`config.mk`:
```
export PLATFORM = sky130hd
export DESIGN_NAME = mem_arbiter_flat
export DESIGN_NICKNAME = d
export VERILOG_FILES = /design/src/rtl/mem_arbiter_if.sv /design/src/rtl/mem_arbiter.sv /design/src/flat_wrapper.sv
export SDC_FILE = /design/constraint.sdc
export NUM_CORES = 1
export LEC_CHECK = 0
export ABC_AREA = 1
export CAP_MARGIN = 25
export CORE_MARGIN = 4
export CORE_UTILIZATION = 30
export DETAILED_ROUTE_END_ITERATION = 8
export SLEW_MARGIN = 20
export SYNTH_ARGS = -nofsm -noshare
export SYNTH_HDL_FRONTEND = slang
export SYNTH_SLANG_ARGS = --single-unit
```
`constraint.sdc`:
```
create_clock -name clk_in -period 7.8 [get_ports clk_in]
set_input_delay 2.34 -clock clk_in [delete_from_list [all_inputs] [get_ports clk_in]]
set_output_delay 2.34 -clock clk_in [all_outputs]
set_load 0.005 [all_outputs]
```
`src/rtl/mem_arbiter_if.sv`:
```
// Shared access-op encodings and the requester/memory bundle of mem_arbiter.
// The load/store buffer and the bench both import these encodings.
package mem_arbiter_pkg;
  localparam logic [5:0] OP_LB  = 6'd1;
  localparam logic [5:0] OP_LH  = 6'd2;
  localparam logic [5:0] OP_LW  = 6'd3;
  localparam logic [5:0] OP_LBU = 6'd4;
  localparam logic [5:0] OP_LHU = 6'd5;
  localparam logic [5:0] OP_SB  = 6'd6;
  localparam logic [5:0] OP_SH  = 6'd7;
  localparam logic [5:0] OP_SW  = 6'd8;
endpackage

interface mem_arbiter_if;
  logic        io_buffer_full;
  logic        lsb_store;
  logic [31:0] store_address;
  logic [31:0] data_store;
  logic [5:0]  op_type_store;
  logic        finish_store;
  logic        lsb_load;
  logic [31:0] load_address;
  logic [5:0]  op_type_load;
  logic        finish_load;
  logic [31:0] data_load;
  logic        ifetch_req;
  logic [31:0] ifetch_addr;
  logic        ifetch_done;
  logic [31:0] ifetch_inst;
  logic [7:0]  mem_din;
  logic [7:0]  mem_dout;
  logic [31:0] mem_a;
  logic        mem_wr;

  modport slave (
    input  io_buffer_full,
    input  lsb_store, store_address, data_store, op_type_store,
    output finish_store,
    input  lsb_load, load_address, op_type_load,
    output finish_load, data_load,
    input  ifetch_req, ifetch_addr,
    output ifetch_done, ifetch_inst,
    input  mem_din,
    output mem_dout, mem_a, mem_wr
  );

  modport master (
    output io_buffer_full,
    output lsb_store, store_address, data_store, op_type_store,
    input  finish_store,
    output lsb_load, load_address, op_type_load,
    input  finish_load, data_load,
    output ifetch_req, ifetch_addr,
    input  ifetch_done, ifetch_inst,
    output mem_din,
    input  mem_dout, mem_a, mem_wr
  );
endinterface

```
`src/rtl/mem_arbiter.sv`:
```
// Byte-wide RAM/IO port owner: store > load > fetch arbitration, byte
// serialisation and little-endian read assembly with sign/zero extension.
module mem_arbiter
  import mem_arbiter_pkg::*;
#(
  parameter logic [1:0] IO_ADDR_HI = 2'b11
) (
  input  logic          clk_in,
  input  logic          rst_in,
  input  logic          rdy_in,
  input  logic          roll_back,
  mem_arbiter_if.slave  bus
);

  typedef enum logic [2:0] {
    S_IDLE  = 3'd0,
    S_STORE = 3'd1,
    S_LOAD  = 3'd2,
    S_FETCH = 3'd3,
    S_DONE  = 3'd4
  } state_t;

  state_t      r_state, w_state_nxt;
  logic [2:0]  r_cnt, w_cnt_nxt;
  logic [2:0]  r_len, w_len_nxt;
  logic [31:0] r_addr, w_addr_nxt;
  logic [23:0] r_wdata_hi, w_wdata_hi_nxt;
  logic [5:0]  r_op, w_op_nxt;
  logic [23:0] r_rbuf, w_rbuf_nxt;

  logic [31:0] r_mem_a, w_mem_a_nxt;
  logic        r_mem_wr, w_mem_wr_nxt;
  logic [7:0]  r_mem_dout, w_mem_dout_nxt;
  logic        r_finish_store, w_finish_store_nxt;
  logic        r_finish_load, w_finish_load_nxt;
  logic        r_ifetch_done, w_ifetch_done_nxt;
  logic [31:0] r_data_load, w_data_load_nxt;
  logic [31:0] r_ifetch_inst, w_ifetch_inst_nxt;

  logic        w_store_ok;
  logic [2:0]  w_cnt_inc;
  logic [31:0] w_addr_inc;
  logic [7:0]  w_wbyte;

  function automatic logic [2:0] f_len(input logic [5:0] op);
    case (op)
      OP_SB, OP_LB, OP_LBU: f_len = 3'd1;
      OP_SH, OP_LH, OP_LHU: f_len = 3'd2;
      OP_SW, OP_LW:         f_len = 3'd4;
      default:              f_len = 3'd4;
    endcase
  endfunction

  // The final byte is taken straight from mem_din in the cycle it arrives.
  function automatic logic [31:0] f_extend(input logic [5:0]  op,
                                           input logic [2:0]  len,
                                           input logic [7:0]  din,
                                           input logic [23:0] buf_in);
    logic [31:0] raw;
    case (len)
      3'd1:    raw = {24'd0, din};
      3'd2:    raw = {16'd0, din, buf_in[7:0]};
      default: raw = {din, buf_in};
    endcase
    if (op == OP_LB)      raw = {{24{raw[7]}}, raw[7:0]};
    else if (op == OP_LH) raw = {{16{raw[15]}}, raw[15:0]};
    return raw;
  endfunction

  assign w_store_ok = bus.lsb_store &&
                      !(bus.io_buffer_full && (bus.store_address[17:16] == IO_ADDR_HI));
  assign w_cnt_inc  = r_cnt + 3'd1;
  assign w_addr_inc = r_addr + {29'd0, w_cnt_inc};

  always_comb begin
    case (w_cnt_inc)
      3'd1:    w_wbyte = r_wdata_hi[7:0];
      3'd2:    w_wbyte = r_wdata_hi[15:8];
      default: w_wbyte = r_wdata_hi[23:16];
    endcase
  end

  always_comb begin
    w_state_nxt        = r_state;
    w_cnt_nxt          = r_cnt;
    w_len_nxt          = r_len;
    w_addr_nxt         = r_addr;
    w_wdata_hi_nxt     = r_wdata_hi;
    w_op_nxt           = r_op;
    w_rbuf_nxt         = r_rbuf;
    w_mem_a_nxt        = '0;
    w_mem_wr_nxt       = 1'b0;
    w_mem_dout_nxt     = '0;
    w_finish_store_nxt = 1'b0;
    w_finish_load_nxt  = 1'b0;
    w_ifetch_done_nxt  = 1'b0;
    w_data_load_nxt    = r_data_load;
    w_ifetch_inst_nxt  = r_ifetch_inst;

    case (r_state)
      S_IDLE: begin
        w_cnt_nxt = '0;
        if (!roll_back) begin
          if (w_store_ok) begin
            w_state_nxt    = S_STORE;
            w_addr_nxt     = bus.store_address;
            w_wdata_hi_nxt = bus.data_store[31:8];
            w_op_nxt       = bus.op_type_store;
            w_len_nxt      = f_len(bus.op_type_store);
            w_mem_a_nxt    = bus.store_address;
            w_mem_wr_nxt   = 1'b1;
            w_mem_dout_nxt = bus.data_store[7:0];
          end else if (bus.lsb_load) begin
            w_state_nxt = S_LOAD;
            w_addr_nxt  = bus.load_address;
            w_op_nxt    = bus.op_type_load;
            w_len_nxt   = f_len(bus.op_type_load);
            w_mem_a_nxt = bus.load_address;
          end else if (bus.ifetch_req) begin
            w_state_nxt = S_FETCH;
            w_addr_nxt  = bus.ifetch_addr;
            w_op_nxt    = OP_LW;
            w_len_nxt   = 3'd4;
            w_mem_a_nxt = bus.ifetch_addr;
          end
        end
      end

      S_STORE: begin
        if (r_cnt == r_len - 3'd1) begin
          w_state_nxt        = S_DONE;
          w_cnt_nxt          = '0;
          w_finish_store_nxt = 1'b1;
        end else begin
          w_cnt_nxt      = w_cnt_inc;
          w_mem_a_nxt    = w_addr_inc;
          w_mem_wr_nxt   = 1'b1;
          w_mem_dout_nxt = w_wbyte;
        end
      end

      // r_cnt counts addresses issued; byte r_cnt-1 is on mem_din this cycle.
      S_LOAD, S_FETCH: begin
        if (roll_back) begin
          w_state_nxt = S_IDLE;
          w_cnt_nxt   = '0;
        end else if (r_cnt == r_len) begin
          w_state_nxt = S_DONE;
          w_cnt_nxt   = '0;
          if (r_state == S_LOAD) begin
            w_finish_load_nxt = 1'b1;
            w_data_load_nxt   = f_extend(r_op, r_len, bus.mem_din, r_rbuf);
          end else begin
            w_ifetch_done_nxt = 1'b1;
            w_ifetch_inst_nxt = {bus.mem_din, r_rbuf};
          end
        end else begin
          case (r_cnt)
            3'd1:    w_rbuf_nxt[7:0]   = bus.mem_din;
            3'd2:    w_rbuf_nxt[15:8]  = bus.mem_din;
            3'd3:    w_rbuf_nxt[23:16] = bus.mem_din;
            default: w_rbuf_nxt        = r_rbuf;
          endcase
          w_cnt_nxt = w_cnt_inc;
          if (w_cnt_inc != r_len) w_mem_a_nxt = w_addr_inc;
        end
      end

      S_DONE: begin
        w_state_nxt = S_IDLE;
        w_cnt_nxt   = '0;
      end

      default: begin
        w_state_nxt = S_IDLE;
        w_cnt_nxt   = '0;
      end
    endcase
  end

  always_ff @(posedge clk_in or posedge rst_in) begin
    if (rst_in) begin
      r_state        <= S_IDLE;
      r_cnt          <= '0;
      r_len          <= '0;
      r_addr         <= '0;
      r_wdata_hi     <= '0;
      r_op           <= '0;
      r_rbuf         <= '0;
      r_mem_a        <= '0;
      r_mem_wr       <= 1'b0;
      r_mem_dout     <= '0;
      r_finish_store <= 1'b0;
      r_finish_load  <= 1'b0;
      r_ifetch_done  <= 1'b0;
      r_data_load    <= '0;
      r_ifetch_inst  <= '0;
    end else if (rdy_in) begin
      r_state        <= w_state_nxt;
      r_cnt          <= w_cnt_nxt;
      r_len          <= w_len_nxt;
      r_addr         <= w_addr_nxt;
      r_wdata_hi     <= w_wdata_hi_nxt;
      r_op           <= w_op_nxt;
      r_rbuf         <= w_rbuf_nxt;
      r_mem_a        <= w_mem_a_nxt;
      r_mem_wr       <= w_mem_wr_nxt;
      r_mem_dout     <= w_mem_dout_nxt;
      r_finish_store <= w_finish_store_nxt;
      r_finish_load  <= w_finish_load_nxt;
      r_ifetch_done  <= w_ifetch_done_nxt;
      r_data_load    <= w_data_load_nxt;
      r_ifetch_inst  <= w_ifetch_inst_nxt;
    end
  end

  assign bus.mem_a        = r_mem_a;
  assign bus.mem_wr       = r_mem_wr;
  assign bus.mem_dout     = r_mem_dout;
  assign bus.finish_store = r_finish_store;
  assign bus.finish_load  = r_finish_load;
  assign bus.ifetch_done  = r_ifetch_done;
  assign bus.data_load    = r_data_load;
  assign bus.ifetch_inst  = r_ifetch_inst;

endmodule
```
`src/flat_wrapper.sv`:
```
// flat-port wrapper written by rule: the top's interface ports become plain ports
module mem_arbiter_flat import mem_arbiter_pkg::*;
#(
  parameter logic [1:0] IO_ADDR_HI = 2'b11
)
  (clk_in, rst_in, rdy_in, roll_back, bus_io_buffer_full, bus_lsb_store, bus_store_address, bus_data_store, bus_op_type_store, bus_finish_store, bus_lsb_load, bus_load_address, bus_op_type_load, bus_finish_load, bus_data_load, bus_ifetch_req, bus_ifetch_addr, bus_ifetch_done, bus_ifetch_inst, bus_mem_din, bus_mem_dout, bus_mem_a, bus_mem_wr);
  mem_arbiter_if bus_i ();
  input  logic clk_in;
  input  logic rst_in;
  input  logic rdy_in;
  input  logic roll_back;
  input wire logic [$bits(bus_i.io_buffer_full)-1:0] bus_io_buffer_full;
  input wire logic [$bits(bus_i.lsb_store)-1:0] bus_lsb_store;
  input wire logic [$bits(bus_i.store_address)-1:0] bus_store_address;
  input wire logic [$bits(bus_i.data_store)-1:0] bus_data_store;
  input wire logic [$bits(bus_i.op_type_store)-1:0] bus_op_type_store;
  output wire logic [$bits(bus_i.finish_store)-1:0] bus_finish_store;
  input wire logic [$bits(bus_i.lsb_load)-1:0] bus_lsb_load;
  input wire logic [$bits(bus_i.load_address)-1:0] bus_load_address;
  input wire logic [$bits(bus_i.op_type_load)-1:0] bus_op_type_load;
  output wire logic [$bits(bus_i.finish_load)-1:0] bus_finish_load;
  output wire logic [$bits(bus_i.data_load)-1:0] bus_data_load;
  input wire logic [$bits(bus_i.ifetch_req)-1:0] bus_ifetch_req;
  input wire logic [$bits(bus_i.ifetch_addr)-1:0] bus_ifetch_addr;
  output wire logic [$bits(bus_i.ifetch_done)-1:0] bus_ifetch_done;
  output wire logic [$bits(bus_i.ifetch_inst)-1:0] bus_ifetch_inst;
  input wire logic [$bits(bus_i.mem_din)-1:0] bus_mem_din;
  output wire logic [$bits(bus_i.mem_dout)-1:0] bus_mem_dout;
  output wire logic [$bits(bus_i.mem_a)-1:0] bus_mem_a;
  output wire logic [$bits(bus_i.mem_wr)-1:0] bus_mem_wr;
  assign bus_i.io_buffer_full = bus_io_buffer_full;
  assign bus_i.lsb_store = bus_lsb_store;
  assign bus_i.store_address = bus_store_address;
  assign bus_i.data_store = bus_data_store;
  assign bus_i.op_type_store = bus_op_type_store;
  assign bus_finish_store = bus_i.finish_store;
  assign bus_i.lsb_load = bus_lsb_load;
  assign bus_i.load_address = bus_load_address;
  assign bus_i.op_type_load = bus_op_type_load;
  assign bus_finish_load = bus_i.finish_load;
  assign bus_data_load = bus_i.data_load;
  assign bus_i.ifetch_req = bus_ifetch_req;
  assign bus_i.ifetch_addr = bus_ifetch_addr;
  assign bus_ifetch_done = bus_i.ifetch_done;
  assign bus_ifetch_inst = bus_i.ifetch_inst;
  assign bus_i.mem_din = bus_mem_din;
  assign bus_mem_dout = bus_i.mem_dout;
  assign bus_mem_a = bus_i.mem_a;
  assign bus_mem_wr = bus_i.mem_wr;
  mem_arbiter #(.IO_ADDR_HI(IO_ADDR_HI)) u_core (.clk_in(clk_in), .rst_in(rst_in), .rdy_in(rdy_in), .roll_back(roll_back), .bus(bus_i));
endmodule
```
==> impl_metrics.tcl, run 1 <==
set metrics [dict create \
    outcome "finished clean" \
    cp_slowest_stage_delay_ns 0.88 \
    fill_cells 3694 \
    power_frac_clock 0.260 \
    grt_pass1_vias 9899 \
    wl_per_cell_um 16.2 \
    routabilityCongestion 0.858 \
    drive_gt1_frac 0.0802 \
    rsz0062_at_grt "no" \
    finalPower_mw 4.35 \
    die-height_um 200 \
    fin_util 0.412 \
    clock_latency_ns 0.52 \
    cp.required_ns 8.23 \
    overflow 0 \
    grt_pass1_wl_mm 54.4 \
    period_needed_ns 4.56 \
    cts_setup_buffers 0 \
    drv_cap 0 \
    vias 10100 \
    antenna_found_initial 2 \
    cts_tree "yes" \
    p_int_mw 2.79 \
    dp_hpwl_mm 25.5 \
    worst_pin_slew_ns 0.928 \
    cts_root_buf "clkbuf_16" \
    area_growth_pct 34.1 \
    netlist_top_cells_area "dfrtp_1, nand2_1, o21ai_0" \
    synth-seq-cells 203 \
    io_buffers 263 \
    drt-vias-per-instance 4.76 \
    ys_warn_count 0 \
    finalWirelength_mm 34.6 \
    synthFlopType "dfrtp_1" \
    fin_nets 1830 \
    syn_area_per_cell_um2 7.78 \
    setup-tns-final_ns 0 \
    switchingPower_mw 1.57 \
    finalMaxSlewViolations 0 \
    worst-setup-path-type "in -> reg" \
    syn-cell-area_mm2 0.0110 \
    synth_edf_count 0 \
    pre_cts_ws_ns 2.63 \
    cp.arrival_ns 4.99 \
    path_clk_slew_ns 0.06 \
    report.final.setup_viol 0 \
    htreeDepth 1 \
    cts_buffer_depth 3 \
    seq_power_share 0.379 \
    synthArstFlopShare 1.00 \
    antenna_left 0 \
    drtIter0Drc 685 \
    num_rows 69 \
    power.leakage_nw 6.90 \
    hp-class "reg -> reg" \
    hold_viol_final 0 \
    fin_crit_sh 0.584 \
    p_comb_frac 0.360 \
    final_common_cell "nand2_1" \
    start_kind "input port" \
    synth_top_area_frac 0.461 \
    dp.cells 2090 \
    slowest_stage "inv_2" \
    power_density_mw_per_mm2 295 \
    placed_cell_area_mm2 0.0140 \
    coreArea_mm2 0.0359 \
    fmax_mhz 219 \
    layout_common_cells "nand2_1, clkdlybuf4s50_1, dfrtp_1" \
    yosysUniqueCellTypes 49 \
    drc 0 \
    firstDrtPassIters 5 \
    die_area_mm2 0.0399 \
    cts_sinks 203 \
    reg2regPathDepth 14 \
    synth_area_leader_cell "dfrtp_1" \
    die_w_um 200 \
    fin_cells 2133 \
    final.setup_skew_ns 0.0207 \
    slew_headroom 0.380 \
    seq_area_frac_synth 0.461 \
    syn-num-nets 1590 \
    fin_area_mm2 0.0148 \
    hold_depth 2 \
    crit_top_cell "o21ai_0" \
    hold_slack_ns 0.473 \
    endpoint_kind "flip-flop" \
    hold_end "u_core.r_wdata_hi[13]" \
    grtUsageTotal 0.168 \
    setup_slack_ns 3.24 \
    synthCells 1417 \
    crit_chain "clkdlybuf4s50_1 -> nand3_1 -> nand2_2 -> a21oi_2 -> nand3_2 -> inv_2 -> o21ai_0 -> o21ai_0" \
    hp-start "u_core.r_wdata_hi[13]" \
    r2r_end "u_core.bus.mem_a[26]" \
    ir_drop_uv 122 \
    regToRegSetupSlack_ns 4.99 \
    grt_max_degree 70 \
    timing.rr.start "u_core.r_cnt[0]" \
    postCtsHoldBufs 0 \
    start_util 0.307 \
    numCtsBuffers 25 \
    ctsResizeCount 0 \
    worstPathMaxFanout 57 \
    swShare 0.360 \
    ios 264 \
]
-- critical path, delay by kind of cell --
family                 cells  cell delay [ns]
buffers and inverters      2             1.34
and+or+nand+nor            3             0.71
AOI/OAI and AO/OA          3             0.60
-- layout make-up --
type | count | area [um2] | area share
multi-input cells | 1066 | 5270 | 0.356
clock inverters | 10 | 116 | 0.00787
well taps | 461 | 577 | 0.0390
inverters | 86 | 330 | 0.0223
flip-flops and latches | 203 | 5080 | 0.344
repair buffers | 275 | 2730 | 0.185
clock buffers | 31 | 678 | 0.0459
diodes | 1 | 2.50 | 0.000169
-- power by group through the flow --
stage          sequential, mW  clock (mW)  combinational [mW]
2_1_floorplan            1.61           0               0.936
3_3_place_gp             1.66           0                1.56
3_5_place_dp             1.66           0                1.59
4_1_cts                  1.65        1.16                1.59
5_1_grt                  1.70        1.21                1.77
6_report                 1.65        1.13                1.57
-- layer usage --
metal / wire, um / vias to the layer above / global-route usage
met4: 495 / 2 / 0.0302
met5: 13 / - / 0
li1: - / 5037 / -
met1: 15400 / 4783 / 0.231
met3: 2170 / 33 / 0.0275
met2: 16600 / 291 / 0.284
-- flip-flops by register name, indices dropped and copies added (netlist names), 6 cells and up --
| name | flops |
|---|---|
| u_core.r_addr | 32 |
| u_core.r_op | 6 |
| u_core.bus.data_load | 32 |
| u_core.bus.mem_dout | 8 |
| u_core.r_wdata_hi | 24 |
| u_core.bus.mem_a | 32 |
| u_core.bus.ifetch_inst | 32 |
| u_core.r_rbuf | 24 |
-- kinds of logic (layout without fill, tap and decap cells) --
| kind of cell | after synthesis | in the layout | share of synthesized area |
|---|---|---|---|
| AO/OA/AOI/OAI | 218 | 218 | 0.121 |
| other | 0 | 1 | 0 |
| buffers and inverters | 148 | 402 | 0.0616 |
| adder cells (fa/ha/maj) | 17 | 17 | 0.0200 |
| AND/OR/NAND/NOR | 775 | 775 | 0.287 |
| XOR/XNOR | 17 | 17 | 0.0135 |
| multiplexers | 39 | 39 | 0.0363 |
| flip-flops | 203 | 203 | 0.461 |
-- synth_stat cells, drive strengths merged, types with 2 or more instances --
| cell type | instances |
|---|---|
| nand2 | 599 |
| dfrtp | 203 |
| o21ai | 145 |
| inv | 85 |
| nor2 | 82 |
| nand3 | 75 |
| a21oi | 41 |
| buf | 35 |
| mux2i | 31 |
| clkbuf | 27 |
| ha | 16 |
| xor2 | 11 |
| a22oi | 10 |
| o22ai | 10 |
| mux2 | 8 |
| a22o | 7 |
| nand4 | 7 |
| xnor2 | 6 |
| nor3 | 5 |
| or2 | 4 |
| nand3b | 2 |
-- worst max-delay path by stage --
| stage | from | to | slack [ns] |
|---|---|---|---|
| final | bus_store_address[17] | u_core.r_op[0] | 3.24 |
| after global routing | bus_store_address[17] | u_core.r_op[0] | 2.91 |
| after CTS | bus_store_address[17] | u_core.r_op[0] | 3.18 |
| after detailed placement | bus_store_address[17] | u_core.r_op[0] | 2.63 |
| after global placement | bus_store_address[17] | u_core.r_op[0] | 2.80 |
| after floorplan | rst_in | u_core.bus.data_load[0] | 2.83 |
(Power assumes the default switching activity.)
==> inputs of run 2 (changes only) <==
==> constraint.sdc (replaced) <==
create_clock -name clk_in -period 3.9 [get_ports clk_in]
set_input_delay 1.17 -clock clk_in [delete_from_list [all_inputs] [get_ports clk_in]]
set_output_delay 1.17 -clock clk_in [all_outputs]
set_load 0.005 [all_outputs]
==> run 2 against run 1 <==
  * Largest cell class unchanged
  * Critical endpoint is now u_core.bus.mem_a[26]
  * Critical path type is now reg -> reg
  * Worst setup slack worse by 2.2 ns
  * Clock power is 72% higher
  * Critical path depth is 6 higher
  * Highest routed layer unchanged
==> impl_metrics.tcl, run 2 (synthesis results as in run 1) <==
set metrics [dict create \
    cp.required_ns 4.35 \
    outcome "finished clean" \
    crit_cells 14 \
    finalWirelength_mm 34.8 \
    numCtsBuffers 23 \
    grtUsageTotal 0.170 \
    worst_pin_slew_ns 0.818 \
    cp.arrival_ns 3.27 \
    setup-tns-final_ns 0 \
    worst-path-buf-inv 1 \
    start_kind "flip-flop" \
    io_buffers 263 \
    postCtsHoldBufs 0 \
    coreArea_mm2 0.0359 \
    crit_family "simple AND/OR/NAND/NOR gates" \
    hold_slack_ns 0.473 \
    num_rows 69 \
    firstDrtPassIters 5 \
    slew_headroom 0.453 \
    drt-vias-per-instance 4.73 \
    die-height_um 200 \
    cp_slowest_stage_delay_ns 0.47 \
    path_clk_slew_ns 0.06 \
    area_growth_pct 33.7 \
    worstPathMaxFanout 7 \
    fin_crit_sh 0.722 \
    routabilityCongestion 0.879 \
    pre_cts_ws_ns 0.710 \
    report.final.setup_viol 0 \
    rsz0062_at_grt "no" \
    cts_buffer_depth 3 \
    critPathCapture "u_core.bus.mem_a[26]" \
    fmax_mhz 355 \
    fill_cells 3701 \
    die_area_mm2 0.0399 \
    reg2regPathDepth 14 \
    power.leakage_nw 6.88 \
    start_util 0.307 \
    crit_top_cell "nand2_1" \
    final.setup_skew_ns 0.0146 \
    cts_root_buf "clkbuf_16" \
    cts_tree "yes" \
    drtIter0Drc 651 \
    grt_max_degree 77 \
    overflow 0 \
    cts_setup_buffers 0 \
    r2r_end "u_core.bus.mem_a[26]" \
    dp_hpwl_mm 25.8 \
    final_common_cell "nand2_1" \
    drive_gt1_frac 0.0817 \
    clock_latency_ns 0.52 \
    drc 0 \
    fin_util 0.410 \
    power_density_mw_per_mm2 569 \
    period_needed_ns 2.81 \
    timing.rr.start "u_core.r_cnt[0]" \
    layout_common_cells "nand2_1, clkdlybuf4s50_1, dfrtp_1" \
    crit_chain "ha_1 -> ha_1 -> inv_1 -> ha_1 -> nand3_1 -> nand2_1 -> nand3_1 -> nor2_1 -> nand2_1 -> nand2_1 -> nand3_1 -> nand2_1 -> nand2_1 -> nand2_1" \
    ctsResizeCount 0 \
    vias 10100 \
    fin_cells 2140 \
    regToRegSetupSlack_ns 1.09 \
    crit_start "u_core.r_cnt[0]" \
    finalMaxSlewViolations 0 \
    setup_slack_ns 1.09 \
    worst-setup-path-type "reg -> reg" \
    antenna_left 0 \
    endpoint_kind "flip-flop" \
    fin_nets 1838 \
    hp-class "reg -> reg" \
    dp.cells 2101 \
    die_w_um 200 \
    htreeDepth 1 \
    grt_pass1_wl_mm 54.3 \
    hold_viol_final 0 \
    antenna_found_initial 9 \
    cts_sinks 203 \
    ir_drop_uv 274 \
    wl_per_cell_um 16.2 \
    grt_pass1_vias 10000 \
    ios 264 \
    drv_cap 0 \
    slowest_stage "dfrtp_1" \
]
[run 2: report_power, final]
| part | internal [mW] | switching, mW | leakage [nW] | total, mW |
|---|---|---|---|---|
| Sequential | 2.78 | 0.524 | 2.69 | 3.31 |
| Combinational | 1.44 | 1.70 | 3.87 | 3.14 |
| Clock | 1.10 | 0.843 | 0.322 | 1.94 |
[run 2: worst min-delay path by stage]
stage                                startpoint               endpoint  slack (ns)  cells after the start
after CTS                 u_core.r_wdata_hi[14]  u_core.r_wdata_hi[14]        0.47                      2
after global placement    u_core.r_wdata_hi[20]  u_core.r_wdata_hi[20]        0.46                      2
after floorplan           u_core.r_wdata_hi[19]  u_core.r_wdata_hi[19]        0.44                      2
final                     u_core.r_wdata_hi[12]  u_core.r_wdata_hi[12]        0.47                      2
after detailed placement  u_core.r_wdata_hi[14]  u_core.r_wdata_hi[14]        0.46                      2
after global routing           u_core.r_rbuf[8]       u_core.r_rbuf[8]        0.49                      2
[run 2: worst reg2reg max path: stages (launching register included)]
cell	delay, ns
dfrtp_1	0.47
ha_1	0.24
ha_1	0.34
inv_1	0.10
ha_1	0.33
nand3_1	0.08
nand2_1	0.20
nand3_1	0.21
nor2_1	0.31
nand2_1	0.09
nand2_1	0.07
nand3_1	0.08
nand2_1	0.10
nand2_1	0.05
nand2_1	0.08
[run 2: layout make-up]
class	count	area (um2)	share of cell area
inverters	86	330	0.0224
clock inverters	7	41.3	0.00280
diodes	2	5.00	0.000340
clock buffers	30	612	0.0415
flip-flops and latches	203	5080	0.345
well taps	461	577	0.0391
multi-input cells	1066	5270	0.357
repair buffers	285	2830	0.192
[run 2: routing by layer]
metal  up-vias  share of wire  global-route usage
met1      4712           0.41               0.212
met4        14          0.024              0.0420
li1       5058              -                   -
met2       280           0.48               0.292
met3        62          0.074              0.0460
met5         -         0.0030                   0
[run 2: through the flow]
step / cell area (um2) / power, mW
6_report: 14700 / 8.38
5_1_grt: 14700 / 9.04
4_1_cts: 14700 / 8.50
3_5_place_dp: 14100 / 6.49
3_3_place_gp: 14100 / 6.45
2_1_floorplan: 11000 / 5.10
